### config.mk
export PLATFORM = sky130hd
export DESIGN_NAME = spi_reg_slave
export DESIGN_NICKNAME = d
export VERILOG_FILES = /design/src/rtl/spi_reg_slave.sv
export SDC_FILE = /design/constraint.sdc
export NUM_CORES = 1
export LEC_CHECK = 0
export CORE_ASPECT_RATIO = 0.8
export CORE_MARGIN = 2
export CORE_UTILIZATION = 43
export CTS_CLUSTER_DIAMETER = 100
export DETAILED_ROUTE_END_ITERATION = 12
export GPL_TIMING_DRIVEN = 0
export MAX_ROUTING_LAYER = met4
export PLACE_DENSITY_LB_ADDON = 0.3
export SYNTH_ARGS = -nofsm -noshare
export SYNTH_HDL_FRONTEND = slang
export SYNTH_SLANG_ARGS = --single-unit
### constraint.sdc
create_clock -name sys_clk -period 6.4 [get_ports sys_clk]
set_input_delay 0.64 -clock sys_clk [delete_from_list [all_inputs] [get_ports sys_clk]]
set_output_delay 0.64 -clock sys_clk [all_outputs]
set_load 0.05 [all_outputs]
### src/rtl/spi_reg_slave.sv
// spi_reg_slave
//   SPI (mode 0, MSB first) slave that bridges STM frames onto a simple
//   register bus. A frame is: ADDR_W address bits (MSB = read flag), then
//   DUMMY_CYCLES ignored clocks, then DATA_W data bits. Writes produce a
//   one-cycle bus_we; reads issue a one-cycle bus_re on entering the dummy
//   phase and shift the returned word out on spi_miso.
//   All SPI inputs are oversampled in the sys_clk domain.
//
// Ports
//   sys_clk, sys_rst      : clock, synchronous active-high reset
//   spi_clk, spi_mosi,
//   spi_cs_n              : asynchronous SPI inputs
//   spi_miso              : serial read data out
//   bus_addr              : register address (frame address minus read flag)
//   bus_we, bus_wdata     : single-cycle write strobe and its data
//   bus_re, bus_rdata     : single-cycle read strobe; data due one cycle later
//   frame_abort           : single-cycle pulse when cs_n ends a frame early
module spi_reg_slave #(
  parameter int ADDR_W       = 8,
  parameter int DATA_W       = 16,
  parameter int DUMMY_CYCLES = 8,
  parameter int SYNC_STAGES  = 2
) (
  input  logic              sys_clk,
  input  logic              sys_rst,
  input  logic              spi_clk,
  input  logic              spi_mosi,
  input  logic              spi_cs_n,
  output logic              spi_miso,
  output logic [ADDR_W-2:0] bus_addr,
  output logic              bus_we,
  output logic [DATA_W-1:0] bus_wdata,
  output logic              bus_re,
  input  logic [DATA_W-1:0] bus_rdata,
  output logic              frame_abort
);

  localparam int MAX_AD   = (ADDR_W > DUMMY_CYCLES) ? ADDR_W : DUMMY_CYCLES;
  localparam int MAX_BITS = (MAX_AD > DATA_W) ? MAX_AD : DATA_W;
  localparam int CNT_W    = $clog2(MAX_BITS + 1);

  typedef enum logic [1:0] {
    ST_IDLE,
    ST_ADDR,
    ST_DUMMY,
    ST_DATA
  } state_t;

  // Synchronizer chains: bit 0 is the newest sample, MSB is the usable one.
  logic [SYNC_STAGES-1:0] sck_sync_q, sck_sync_d;
  logic [SYNC_STAGES-1:0] mosi_sync_q, mosi_sync_d;
  logic [SYNC_STAGES-1:0] csn_sync_q, csn_sync_d;
  // Marks when the chains have flushed their reset values after sys_rst.
  logic [SYNC_STAGES-1:0] settle_q, settle_d;
  logic [SYNC_STAGES:0]   sck_chain, mosi_chain, csn_chain, settle_chain;

  logic sck_s, mosi_s, csn_s, settled;
  logic sck_prev_q, sck_prev_d;
  logic sck_rise;

  state_t            state_q, state_d;
  logic [CNT_W-1:0]  cnt_q, cnt_d;
  logic              armed_q, armed_d;
  logic              rd_flag_q, rd_flag_d;
  logic              rd_lat_q, rd_lat_d;
  logic [ADDR_W-1:0] addr_q, addr_d;
  logic [DATA_W-1:0] data_q, data_d;
  logic [DATA_W-1:0] shout_q, shout_d;
  logic [ADDR_W-1:0] addr_shift;
  logic [DATA_W-1:0] data_shift;

  logic              miso_q, miso_d;
  logic [ADDR_W-2:0] bus_addr_q, bus_addr_d;
  logic              bus_we_q, bus_we_d;
  logic [DATA_W-1:0] bus_wdata_q, bus_wdata_d;
  logic              bus_re_q, bus_re_d;
  logic              frame_abort_q, frame_abort_d;

  always_comb begin
    sck_chain    = {sck_sync_q, spi_clk};
    mosi_chain   = {mosi_sync_q, spi_mosi};
    csn_chain    = {csn_sync_q, spi_cs_n};
    settle_chain = {settle_q, 1'b1};
    sck_sync_d   = sck_chain[SYNC_STAGES-1:0];
    mosi_sync_d  = mosi_chain[SYNC_STAGES-1:0];
    csn_sync_d   = csn_chain[SYNC_STAGES-1:0];
    settle_d     = settle_chain[SYNC_STAGES-1:0];
  end

  assign sck_s      = sck_sync_q[SYNC_STAGES-1];
  assign mosi_s     = mosi_sync_q[SYNC_STAGES-1];
  assign csn_s      = csn_sync_q[SYNC_STAGES-1];
  assign settled    = settle_q[SYNC_STAGES-1];
  assign sck_prev_d = sck_s;
  assign sck_rise   = sck_s & ~sck_prev_q;
  assign addr_shift = {addr_q[ADDR_W-2:0], mosi_s};
  assign data_shift = {data_q[DATA_W-2:0], mosi_s};

  always_comb begin
    state_d       = state_q;
    cnt_d         = cnt_q;
    armed_d       = armed_q;
    rd_flag_d     = rd_flag_q;
    rd_lat_d      = bus_re_q;
    addr_d        = addr_q;
    data_d        = data_q;
    shout_d       = shout_q;
    bus_addr_d    = bus_addr_q;
    bus_we_d      = 1'b0;
    bus_wdata_d   = bus_wdata_q;
    bus_re_d      = 1'b0;
    frame_abort_d = 1'b0;

    // Read data arrives the cycle after bus_re is seen by the register bus.
    if (rd_lat_q) begin
      shout_d = bus_rdata;
    end

    case (state_q)
      ST_IDLE: begin
        // A frame may only start after cs_n has been seen high, so the tail
        // of a finished, aborted or reset-interrupted frame is ignored.
        // The settle gate keeps the reset value of the cs_n chain from
        // arming mid-frame.
        if (armed_q && !csn_s) begin
          state_d = ST_ADDR;
          cnt_d   = '0;
          armed_d = 1'b0;
        end else if (settled && csn_s) begin
          armed_d = 1'b1;
        end
      end

      ST_ADDR: begin
        if (csn_s) begin
          state_d       = ST_IDLE;
          frame_abort_d = 1'b1;
        end else if (sck_rise) begin
          addr_d = addr_shift;
          cnt_d  = cnt_q + 1'b1;
          if (cnt_q == CNT_W'(ADDR_W - 1)) begin
            state_d    = ST_DUMMY;
            cnt_d      = '0;
            bus_addr_d = addr_shift[ADDR_W-2:0];
            rd_flag_d  = addr_shift[ADDR_W-1];
            bus_re_d   = addr_shift[ADDR_W-1];
            if (!addr_shift[ADDR_W-1]) begin
              shout_d = '0;
            end
          end
        end
      end

      ST_DUMMY: begin
        if (csn_s) begin
          state_d       = ST_IDLE;
          frame_abort_d = 1'b1;
        end else if (sck_rise) begin
          cnt_d = cnt_q + 1'b1;
          if (cnt_q == CNT_W'(DUMMY_CYCLES - 1)) begin
            state_d = ST_DATA;
            cnt_d   = '0;
          end
        end
      end

      ST_DATA: begin
        if (csn_s) begin
          state_d       = ST_IDLE;
          frame_abort_d = 1'b1;
        end else if (sck_rise) begin
          data_d = data_shift;
          cnt_d  = cnt_q + 1'b1;
          if (cnt_q == CNT_W'(DATA_W - 1)) begin
            state_d = ST_IDLE;
            cnt_d   = '0;
            if (!rd_flag_q) begin
              bus_we_d    = 1'b1;
              bus_wdata_d = data_shift;
            end
          end else begin
            // Next bit must be on miso well before the master's next fall.
            shout_d = {shout_q[DATA_W-2:0], 1'b0};
          end
        end
      end

      default: begin
        state_d = ST_IDLE;
      end
    endcase

    // miso is registered from the next-state values so the MSB appears in
    // the same cycle DATA is entered and drops to 0 as soon as it is left.
    miso_d = (state_d == ST_DATA) ? shout_d[DATA_W-1] : 1'b0;
  end

  always_ff @(posedge sys_clk) begin
    if (sys_rst) begin
      sck_sync_q    <= '0;
      mosi_sync_q   <= '0;
      csn_sync_q    <= '1;
      settle_q      <= '0;
      sck_prev_q    <= 1'b0;
      state_q       <= ST_IDLE;
      cnt_q         <= '0;
      armed_q       <= 1'b0;
      rd_flag_q     <= 1'b0;
      rd_lat_q      <= 1'b0;
      addr_q        <= '0;
      data_q        <= '0;
      shout_q       <= '0;
      miso_q        <= 1'b0;
      bus_addr_q    <= '0;
      bus_we_q      <= 1'b0;
      bus_wdata_q   <= '0;
      bus_re_q      <= 1'b0;
      frame_abort_q <= 1'b0;
    end else begin
      sck_sync_q    <= sck_sync_d;
      mosi_sync_q   <= mosi_sync_d;
      csn_sync_q    <= csn_sync_d;
      settle_q      <= settle_d;
      sck_prev_q    <= sck_prev_d;
      state_q       <= state_d;
      cnt_q         <= cnt_d;
      armed_q       <= armed_d;
      rd_flag_q     <= rd_flag_d;
      rd_lat_q      <= rd_lat_d;
      addr_q        <= addr_d;
      data_q        <= data_d;
      shout_q       <= shout_d;
      miso_q        <= miso_d;
      bus_addr_q    <= bus_addr_d;
      bus_we_q      <= bus_we_d;
      bus_wdata_q   <= bus_wdata_d;
      bus_re_q      <= bus_re_d;
      frame_abort_q <= frame_abort_d;
    end
  end

  assign spi_miso    = miso_q;
  assign bus_addr    = bus_addr_q;
  assign bus_we      = bus_we_q;
  assign bus_wdata   = bus_wdata_q;
  assign bus_re      = bus_re_q;
  assign frame_abort = frame_abort_q;

endmodule

==> After elaboration in Yosys (flattened, before gate mapping) <==
Cells that the tools add are included.
W data, S select, Z words.
{ "classes": {"add_sub_neg": 1, "mul": 0, "div": 0, "n_lt_le_gt_ge": 0, "eq_ne": 11, "shifts": 0, "muxes": 33, "n_bitwise": 11, "n_reduce_logical": 17} }
{ "op_table": {"columns": ["operator", "n"], "rows": [
  ["$mux W16", 8],
  ["$mux W5", 7],
  ["$pmux W16 S2", 1],
  ["$mux W2", 10],
  ["$pmux W5 S3", 1],
  ["$not A1 Y1", 10],
  ["$reduce_and A5 Y1", 2],
  ["$reduce_or A5 Y1", 2],
  ["$ne A2 B2 Y1 const B", 4],
  ["$pmux W2 S4", 1],
  ["$eq A2 B2 Y1 const B", 3],
  ["$reduce_and A3 Y1", 2],
  ["$reduce_or A2 Y1", 3],
  ["$add A5 B1 Y5 const B", 1],
  ["$eq A5 B3 Y1 const B", 1],
  ["$eq A5 B4 Y1 const B", 1],
  ["$mux W1", 5],
  ["$reduce_and A4 Y1", 1],
  ["$reduce_or A3 Y1", 1],
  ["$eq A2 B1 Y1 const B", 1],
  ["$logic_and A1 B1 Y1", 2],
  ["$logic_not A2 Y1", 1],
  ["$ne A2 B1 Y1 const B", 1],
  ["$reduce_and A2 Y1", 1],
  ["other kinds (3)", 3]
]} }
{ "totals": {"reg_bits": 84, "latch_bits": 0, "ram_bits": 0, "rom_bits": 0, "input_bits": 21, "out_inout_bits": 27, "wordCells": 93, "memories": 0} }

==> Longest topological paths before layout <==
Gate-level depths: netlist of run 1.
{ "logic_depth": {"ltp_word": 8, "depth_mapped": 8, "mapped_depth_nobuf": 8} }

==> Worst setup path before layout of run 1 <==
Ideal clock, no wire load.
{ "synth_timing": {"kind": "flip-flop to flip-flop", "startpoint": "reg cnt_q[0]", "endpoint": "reg shout_q[10]", "setup_ns": 0.128, "arrival_ns": 1.869, "required_ns": 6.272, "setup_slack_ns": 4.403, "stages_incl_launch_ff": 9, "n_path_buf": 1, "synth_period_minus_slack_ns": 1.997, "cell_sequence": "dfxtp_1 > ha_1 > and3_1 > ha_1 > nand2b_1 > a221o_1 > buf_6 > a22oi_2 > nor2_1"} }
{ "synth_between": {"elab_chain_len": 5, "word_cells_on_any_way": 9, "cone_classes": "eq/ne: 2; mux: 7"} }
{ "synth_lines": {"columns": ["element", "line_no", "source"], "rows": [
  ["start, declared", "62", "logic [CNT_W-1:0] cnt_q, cnt_d;"],
  ["start signal, assigned", "226", "cnt_q <= cnt_d;"],
  ["$eq A5 B4 Y1 / $eq A5 B3 Y1 (equally long branches)", "174, 141", null],
  ["$mux W16, on equally long branches", "174, 141", null],
  ["$mux W16, on equally long branches", "171, 138", null],
  ["$mux W16, on equally long branches", "168, 135", null],
  ["$pmux W16 S2 (*)", "119", "case (state_q)"],
  ["end signal, assigned", "232", "shout_q <= shout_d;"],
  ["end, declared", "68", "logic [DATA_W-1:0] shout_q, shout_d;"]
]} }
Mark *: on every way between the ends. The rest lies on a longest branch, timed or not.
A chain may end at the register's enable or synchronous reset.

==> Final worst setup path of run 1 <==
{ "layout_timing": {"startpoint": "reg cnt_q[0]", "endpoint": "reg shout_q[7]"} }
The elaborated chain is that of the path after synthesis.

==> summary.md, run 1 <==
| Metric | Value |
|---|---|
| Status | `finished clean` |
| Critical Path End Type | `register` |
| Die height | `83.5 um` |
| Final hold vios | `0` |
| Remaining antenna violation count | `0` |
| Clock Sink Count | `84` |
| Reg2Reg Launch Point | `cnt_q[0]` |
| Post-synthesis net count | `395` |
| Slew Viols, Final | `0` |
| Die width | `103 um` |
| Clk pin slew, worst setup/hold paths | `0.08 ns` |
| Via count | `2661` |
| Drt via density | `4.99` |
| Yosys top cell area share | `49.4%` |
| Hold_buf cts | `0` |
| Diodes inserted | `0` |
| CTS tree | `yes` |
| FF-to-FF End | `shout_q[7]` |
| RSZ-0062 raised after global routing | `false` |
| Num CTS Buffers | `9` |
| Clock Skew | `0.0106 ns` |
| Cell area after placement | `0.00399 sq mm` |
| Largest net degree at the start of global routing | `15` |
| Layout cell share with drive strength beyond 1 | `12.9%` |
| CP Class | `register to register` |
| Core box area | `0.00753 sq mm` |
| Syn avg cell area | `9.29 sq um` |
| Drt drc | `0` |
| Worst VDD drop | `0.000139 V` |
| Final setup violation count | `0` |
| R2r setup slk | `4.15 ns` |
| GRT Total Usage | `17.4%` |
| Final setup TNS | `0 ns` |
| Max Buffers Root-to-Sink | `2` |
| Routed len/inst | `12.7 um` |
| Hold crit path type | `register to register` |
| H-tree depth | `3` |
| CP Data Arrival Time | `2.47 ns` |
| DRT iter0 DRCs | `108` |
| Total wire length | `6.79 mm` |
| Hold endpoint | `csn_sync_q[1]` |
| Area contributors post-synth | `dfxtp_1, nand2_1, mux2i_1, mux2_2, a21oi_1` |
| Psw | `203 uW` |
| Fin util | `56.6%` |
| Initial antenna violation count | `0` |
| Lkg Pwr | `0.00167 uW` |
| Biggest area consumer among synthesized cells | `dfxtp_1` |
| # IOs | `48` |
| RePlAce Congestion | `0.866` |
| Comb pwr share | `2.7%` |
| Netlist cell types | `38` |
| Vias in the first global route | `2533` |
| Final period util | `35.2%` |
| Period minus WS final | `2.25 ns` |
| Seq/Total Area, Yosys | `49.4%` |
| Reg2reg path depth | `8` |
| Pwr Density | `247 mW/mm^2` |
| First drt pass iteration count | `4` |
| Final-stage net count | `452` |
| Slew HR | `64.1%` |
| Design area | `0.00426 sq mm` |
| Warnings, synthesis | `0` |
| Worst Max-Slew Pin Slew | `0.538 ns` |
| Total gr overflow | `0` |
| Global-route wire length before repair | `11.6 mm` |
| Detailed Place HPWL | `4.83 mm` |
| Die area | `0.00864 sq mm` |
| Startpoint types | `register` |
| Clock network fraction of design power | `47.2%` |
| P&R area growth vs syn | `25.4%` |
| Port bufs | `46` |
| # rows | `28` |
| Flops & latches, synth | `84` |
| Max Cap Violations | `0` |
| Clock Latency Late Sink | `0.35 ns` |
| Syn Inst Count | `366` |
| Critical Path RT | `6.62 ns` |
| Pint | `850 uW` |
| Synth Cell Area | `0.00340 sq mm` |
| Sequential fraction of design power | `50.1%` |
| Setup Buffers After CTS | `0` |
| WHS Path Cells | `1` |
| Worst Hold Launch | `csn_sync_q[0]` |
| Fmax | `444 MHz` |
| Sw Share | `19.3%` |
| PostCTS Resize Cnt | `0` |
| Root buffer cell | `clkbuf_8` |
| Max FO, Critical Path | `10` |
| Initial Util | `45.1%` |
synth_stat cells:
| master | instances |
|---|---|
| a211o_1 | 1 |
| a21boi_0 | 1 |
| a21o_1 | 1 |
| a21oi_1 | 33 |
| a221o_1 | 1 |
| a22oi_1 | 6 |
| a22oi_2 | 10 |
| a311oi_1 | 1 |
| a31oi_1 | 2 |
| a32oi_1 | 2 |
| and2_0 | 1 |
| and2_1 | 1 |
| and3_1 | 2 |
| and4bb_1 | 1 |
| buf_2 | 5 |
| buf_4 | 1 |
| buf_6 | 4 |
| clkbuf_1 | 11 |
| dfxtp_1 | 84 |
| ha_1 | 8 |
| inv_1 | 6 |
| mux2_2 | 15 |
| mux2i_1 | 17 |
| nand2_1 | 60 |
| nand2b_1 | 7 |
| nand3_1 | 14 |
| nand3b_1 | 1 |
| nand3b_4 | 1 |
| nor2_1 | 44 |
| nor2b_1 | 10 |
| nor3_1 | 2 |
| nor3b_1 | 2 |
| nor3b_2 | 1 |
| o211ai_1 | 2 |
| o21ai_0 | 4 |
| or2_2 | 2 |
| or3_1 | 1 |
| or4_1 | 1 |
kinds of logic (layout without fill, tap and decap cells):
| logic type | count (synthesis) | count (layout) | synth area share (%) |
|---|---|---|---|
| buffers and inverters | 27 | 89 | 4.16 |
| AOI/OAI and AO/OA | 64 | 64 | 13.0 |
| adders and majority gates | 8 | 8 | 2.94 |
| and+or+nand+nor | 151 | 151 | 20.5 |
| DFF | 84 | 84 | 49.4 |
| muxes | 32 | 32 | 9.97 |
worst max-delay path by stage:
stage	start	to	slack, ns	cells after the start
6_report	cnt_q[0]	shout_q[7]	4.15	8
5_1_grt	cnt_q[0]	spi_miso	3.94	7
4_1_cts	cnt_q[0]	shout_q[7]	4.12	8
3_5_place_dp	cnt_q[0]	shout_q[7]	4.16	8
3_3_place_gp	cnt_q[0]	shout_q[14]	4.21	8
2_1_floorplan	cnt_q[0]	shout_q[10]	4.40	8
power by group through the flow:
| stage | registers [uW] | logic [uW] | clock network, uW |
|---|---|---|---|
| 3_3_place_gp | 539 | 28.8 | 0 |
| 3_5_place_dp | 539 | 28.9 | 0 |
| 5_1_grt | 528 | 31.9 | 530 |
| 4_1_cts | 527 | 29.1 | 510 |
| 2_1_floorplan | 539 | 12.4 | 0 |
| 6_report | 527 | 28.9 | 497 |
routing by layer:
| layer | GRT usage [%] | part of all wire, % |
|---|---|---|
| met1 | 22.6 | 48 |
| met3 | 4.10 | 3.4 |
| met2 | 26.3 | 48 |
| met4 | 6.10 | 0.96 |
| met5 | - | 0 |
layout by cell type (no fill, tap or decap), drive strengths merged:
cell,instances
nor2b,10
or4,1
clkbuf,21
ha,8
a21boi,1
and4bb,1
bufinv,4
a211o,1
a221o,1
and2,2
nor3,2
dfxtp,84
inv,7
a311oi,1
a22oi,16
o211ai,2
nor3b,3
clkinv,1
nor2,44
and3,2
o21ai,4
mux2,15
or3,1
nand3b,2
a21o,1
nand2b,7
buf,10
clkdlybuf4s50,46
mux2i,17
nand2,60
nand3,14
a31oi,2
a21oi,33
a32oi,2
or2,2
critical path, stage by stage (launching register included):
cell and delay [ns]:
dfxtp_1 0.34, ha_1 0.24, and3_1 0.21, ha_1 0.26
nand2b_1 0.24, a221o_1 0.47, buf_6 0.20, a22oi_2 0.11
nor2_1 0.06
flip-flops by register name, indices dropped and copies added, names as in the netlist, 5 cells and up:
name / flops
bus_addr: 7
addr_q: 7
cnt_q: 5
shout_q: 16
bus_wdata: 16
data_q: 15
through the flow:
step / cells / setup slack [ns] / hold WS, ns / total power, uW
after floorplan: 366 / 4.40 / 0.389 / 551
after global placement: 517 / 4.21 / 0.392 / 568
after detailed placement: 517 / 4.16 / 0.402 / 568
after CTS: 533 / 4.12 / 0.421 / 1070
after global routing: 533 / 3.94 / 0.426 / 1090
final: 533 / 4.15 / 0.416 / 1050
cell type report:
class,instances,area (sq um)
clock inverters,6,134
flip-flops and latches,84,1680
multi-input cells,255,1580
fillers,699,3270
repair buffers,46,460
inverters,6,22.5
plain buffers,21,119
well taps,105,131
clock buffers,10,138
Power figures use the tool's default switching activity.
==> inputs of run 2 (changes only) <==
==> constraint.sdc (replaced) <==
create_clock -name sys_clk -period 1.8 [get_ports sys_clk]
set_input_delay 0.18 -clock sys_clk [delete_from_list [all_inputs] [get_ports sys_clk]]
set_output_delay 0.18 -clock sys_clk [all_outputs]
set_load 0.05 [all_outputs]
==> run 2 against run 1 <==
Effect of this change: the run now ends with setup timing left; clock power rose to 2.7 times the previous value; maximum frequency is 19% higher; cell area is 4.1% higher; clock-buffer cell count unchanged; non-clock buffer count rose by 11; sequential power grew to 3.5 times the previous value; sequential cell count is the same; cell count is 2.1% higher; worst hold slack lost 0.14 ns.
==> summary.md, run 2 (same netlist as run 1, synthesis figures left out) <==
| Metric | Value |
|---|---|
| Status | `finished, violations left` |
| Failing checks | `setup timing` |
| Largest net degree at the start of global routing | `15` |
| Max FO, Critical Path | `5` |
| Core box area | `0.00753 sq mm` |
| Pint | `2600 uW` |
| Num CTS Buffers | `9` |
| Commonest non-fill, non-tap cell in the layout | `dfxtp_1` |
| Final-stage net count | `463` |
| RePlAce Congestion | `0.847` |
| First drt pass iteration count | `4` |
| Max Cap Violations | `0` |
| H-tree depth | `3` |
| CP Data Arrival Time | `2.11 ns` |
| Clock Sink Count | `84` |
| Total wire length | `7.21 mm` |
| Lkg Pwr | `0.00171 uW` |
| Clock Latency Late Sink | `0.36 ns` |
| # rows | `28` |
| Fmax | `530 MHz` |
| WHS | `0.281 ns` |
| Hold_buf cts | `0` |
| Final period util | `105%` |
| Comb pwr share | `3.2%` |
| Routed len/inst | `13.2 um` |
| CP Class | `register to register` |
| Die area | `0.00864 sq mm` |
| Psw | `721 uW` |
| Hold crit path type | `primary input to register` |
| Cell area after placement | `0.00402 sq mm` |
| Fin worst setup slack | `-0.0870 ns` |
| Vias in the first global route | `2619` |
| Pwr Density | `747 mW/mm^2` |
| Slew Viols, Final | `0` |
| CTS tree | `yes` |
| Layout cell share with drive strength beyond 1 | `20.5%` |
| Max Buffers Root-to-Sink | `2` |
| Slew HR | `61.0%` |
| Fillers | `655` |
| Drt via density | `4.96` |
| Clock Skew | `0.00896 ns` |
| P&R area growth vs syn | `30.5%` |
| Initial antenna violation count | `0` |
| Critical Path RT | `2.02 ns` |
| Sw Share | `21.7%` |
| Root buffer cell | `clkbuf_8` |
| Critical Path End Type | `register` |
| Sequential fraction of design power | `56.5%` |
| GRT Total Usage | `18.2%` |
| Die width | `103 um` |
| Final setup violation count | `18` |
| Remaining antenna violation count | `0` |
| Worst VDD drop | `0.000572 V` |
| Initial Util | `45.1%` |
| Clk pin slew, worst setup/hold paths | `0.08 ns` |
| Design area | `0.00444 sq mm` |
| Most frequent cells in the layout | `dfxtp_1, nand2_1, clkdlybuf4s50_1` |
| Port bufs | `46` |
| Total Power | `3320 uW` |
| Drt drc | `0` |
| Final hold vios | `0` |
| Startpoint types | `register` |
| Final setup TNS | `-1.08 ns` |
| DRT iter0 DRCs | `109` |
| Global-route wire length before repair | `12.1 mm` |
| RSZ-0062 raised after global routing | `true` |
| Clock network fraction of design power | `40.3%` |
| # IOs | `48` |
| Die height | `83.5 um` |
| Period minus WS final | `1.89 ns` |
| Detailed Place HPWL | `4.79 mm` |
| Worst Max-Slew Pin Slew | `0.586 ns` |
| Via count | `2696` |
| Diodes inserted | `0` |
| Total gr overflow | `0` |
==> run 2: final timing paths <==
kind | startpoint | endpoint | slack, ns | cells past startpoint
min reg2reg | csn_sync_q[0] | csn_sync_q[1] | 0.43 | 1
min | sys_rst | settle_q[0] | 0.28 | 2
max reg2reg | cnt_q[1] | shout_q[13] | -0.09 | 8
max | cnt_q[1] | shout_q[13] | -0.09 | 8
==> run 2: per-stage QoR <==
stage / utilization, % / worst slack [ns] / instances
after detailed placement: 53.4 / -0.190 / 517
after floorplan: - / 0.0124 / 366
after global routing: 58.9 / -0.156 / 544
after CTS: 57.9 / -0.149 / 542
final: 58.9 / -0.0870 / 544
after global placement: 53.4 / -0.130 / 517
==> run 2: critical path, stage by stage, from the launching register on <==
cell and delay, ns:
dfxtp_2 0.34, ha_4 0.16, and3_4 0.18, ha_4 0.16, nand2b_4 0.14, a221o_2 0.42
buf_8 0.17, a22oi_2 0.13, nor2_1 0.05
==> run 2: final cells by class <==
type / count / area (sq um) / share of cell area [%]
buffer: 20 / 120 / 2.71
clock buffer: 10 / 138 / 3.10
clock inverter: 6 / 63.8 / 1.44
inverter: 6 / 22.5 / 0.507
multi-input combinational: 255 / 1700 / 38.3
sequential: 84 / 1690 / 38.0
tap: 105 / 131 / 2.96
timing repair buffer: 58 / 576 / 13.0
==> run 2: power groups by stage <==
stage | combinational (uW) | sequential [uW] | clock, uW
after floorplan | 44.1 | 1920 | 0
after global placement | 102 | 1920 | 0
after detailed placement | 103 | 1920 | 0
after CTS | 104 | 1870 | 1380
after global routing | 117 | 1880 | 1450
final | 106 | 1870 | 1340
==> run 2: layer usage <==
| layer | wire length, um | track usage (%) |
|---|---|---|
| met4 | 102 | 4.31 |
| met5 | 0 | - |
| met1 | 3410 | 23.8 |
| met3 | 305 | 6.03 |
| met2 | 3390 | 27.2 |
==> run 2: repair_timing <==
| item | in CTS | in global routing |
|---|---|---|
| gates cloned | 1 | 0 |
| buffers inserted | 8 | 3 |
| pin swaps | 10 | 11 |
| resized for setup | 13 | 20 |
| endpoints found under the setup margin | 17 | 41 |
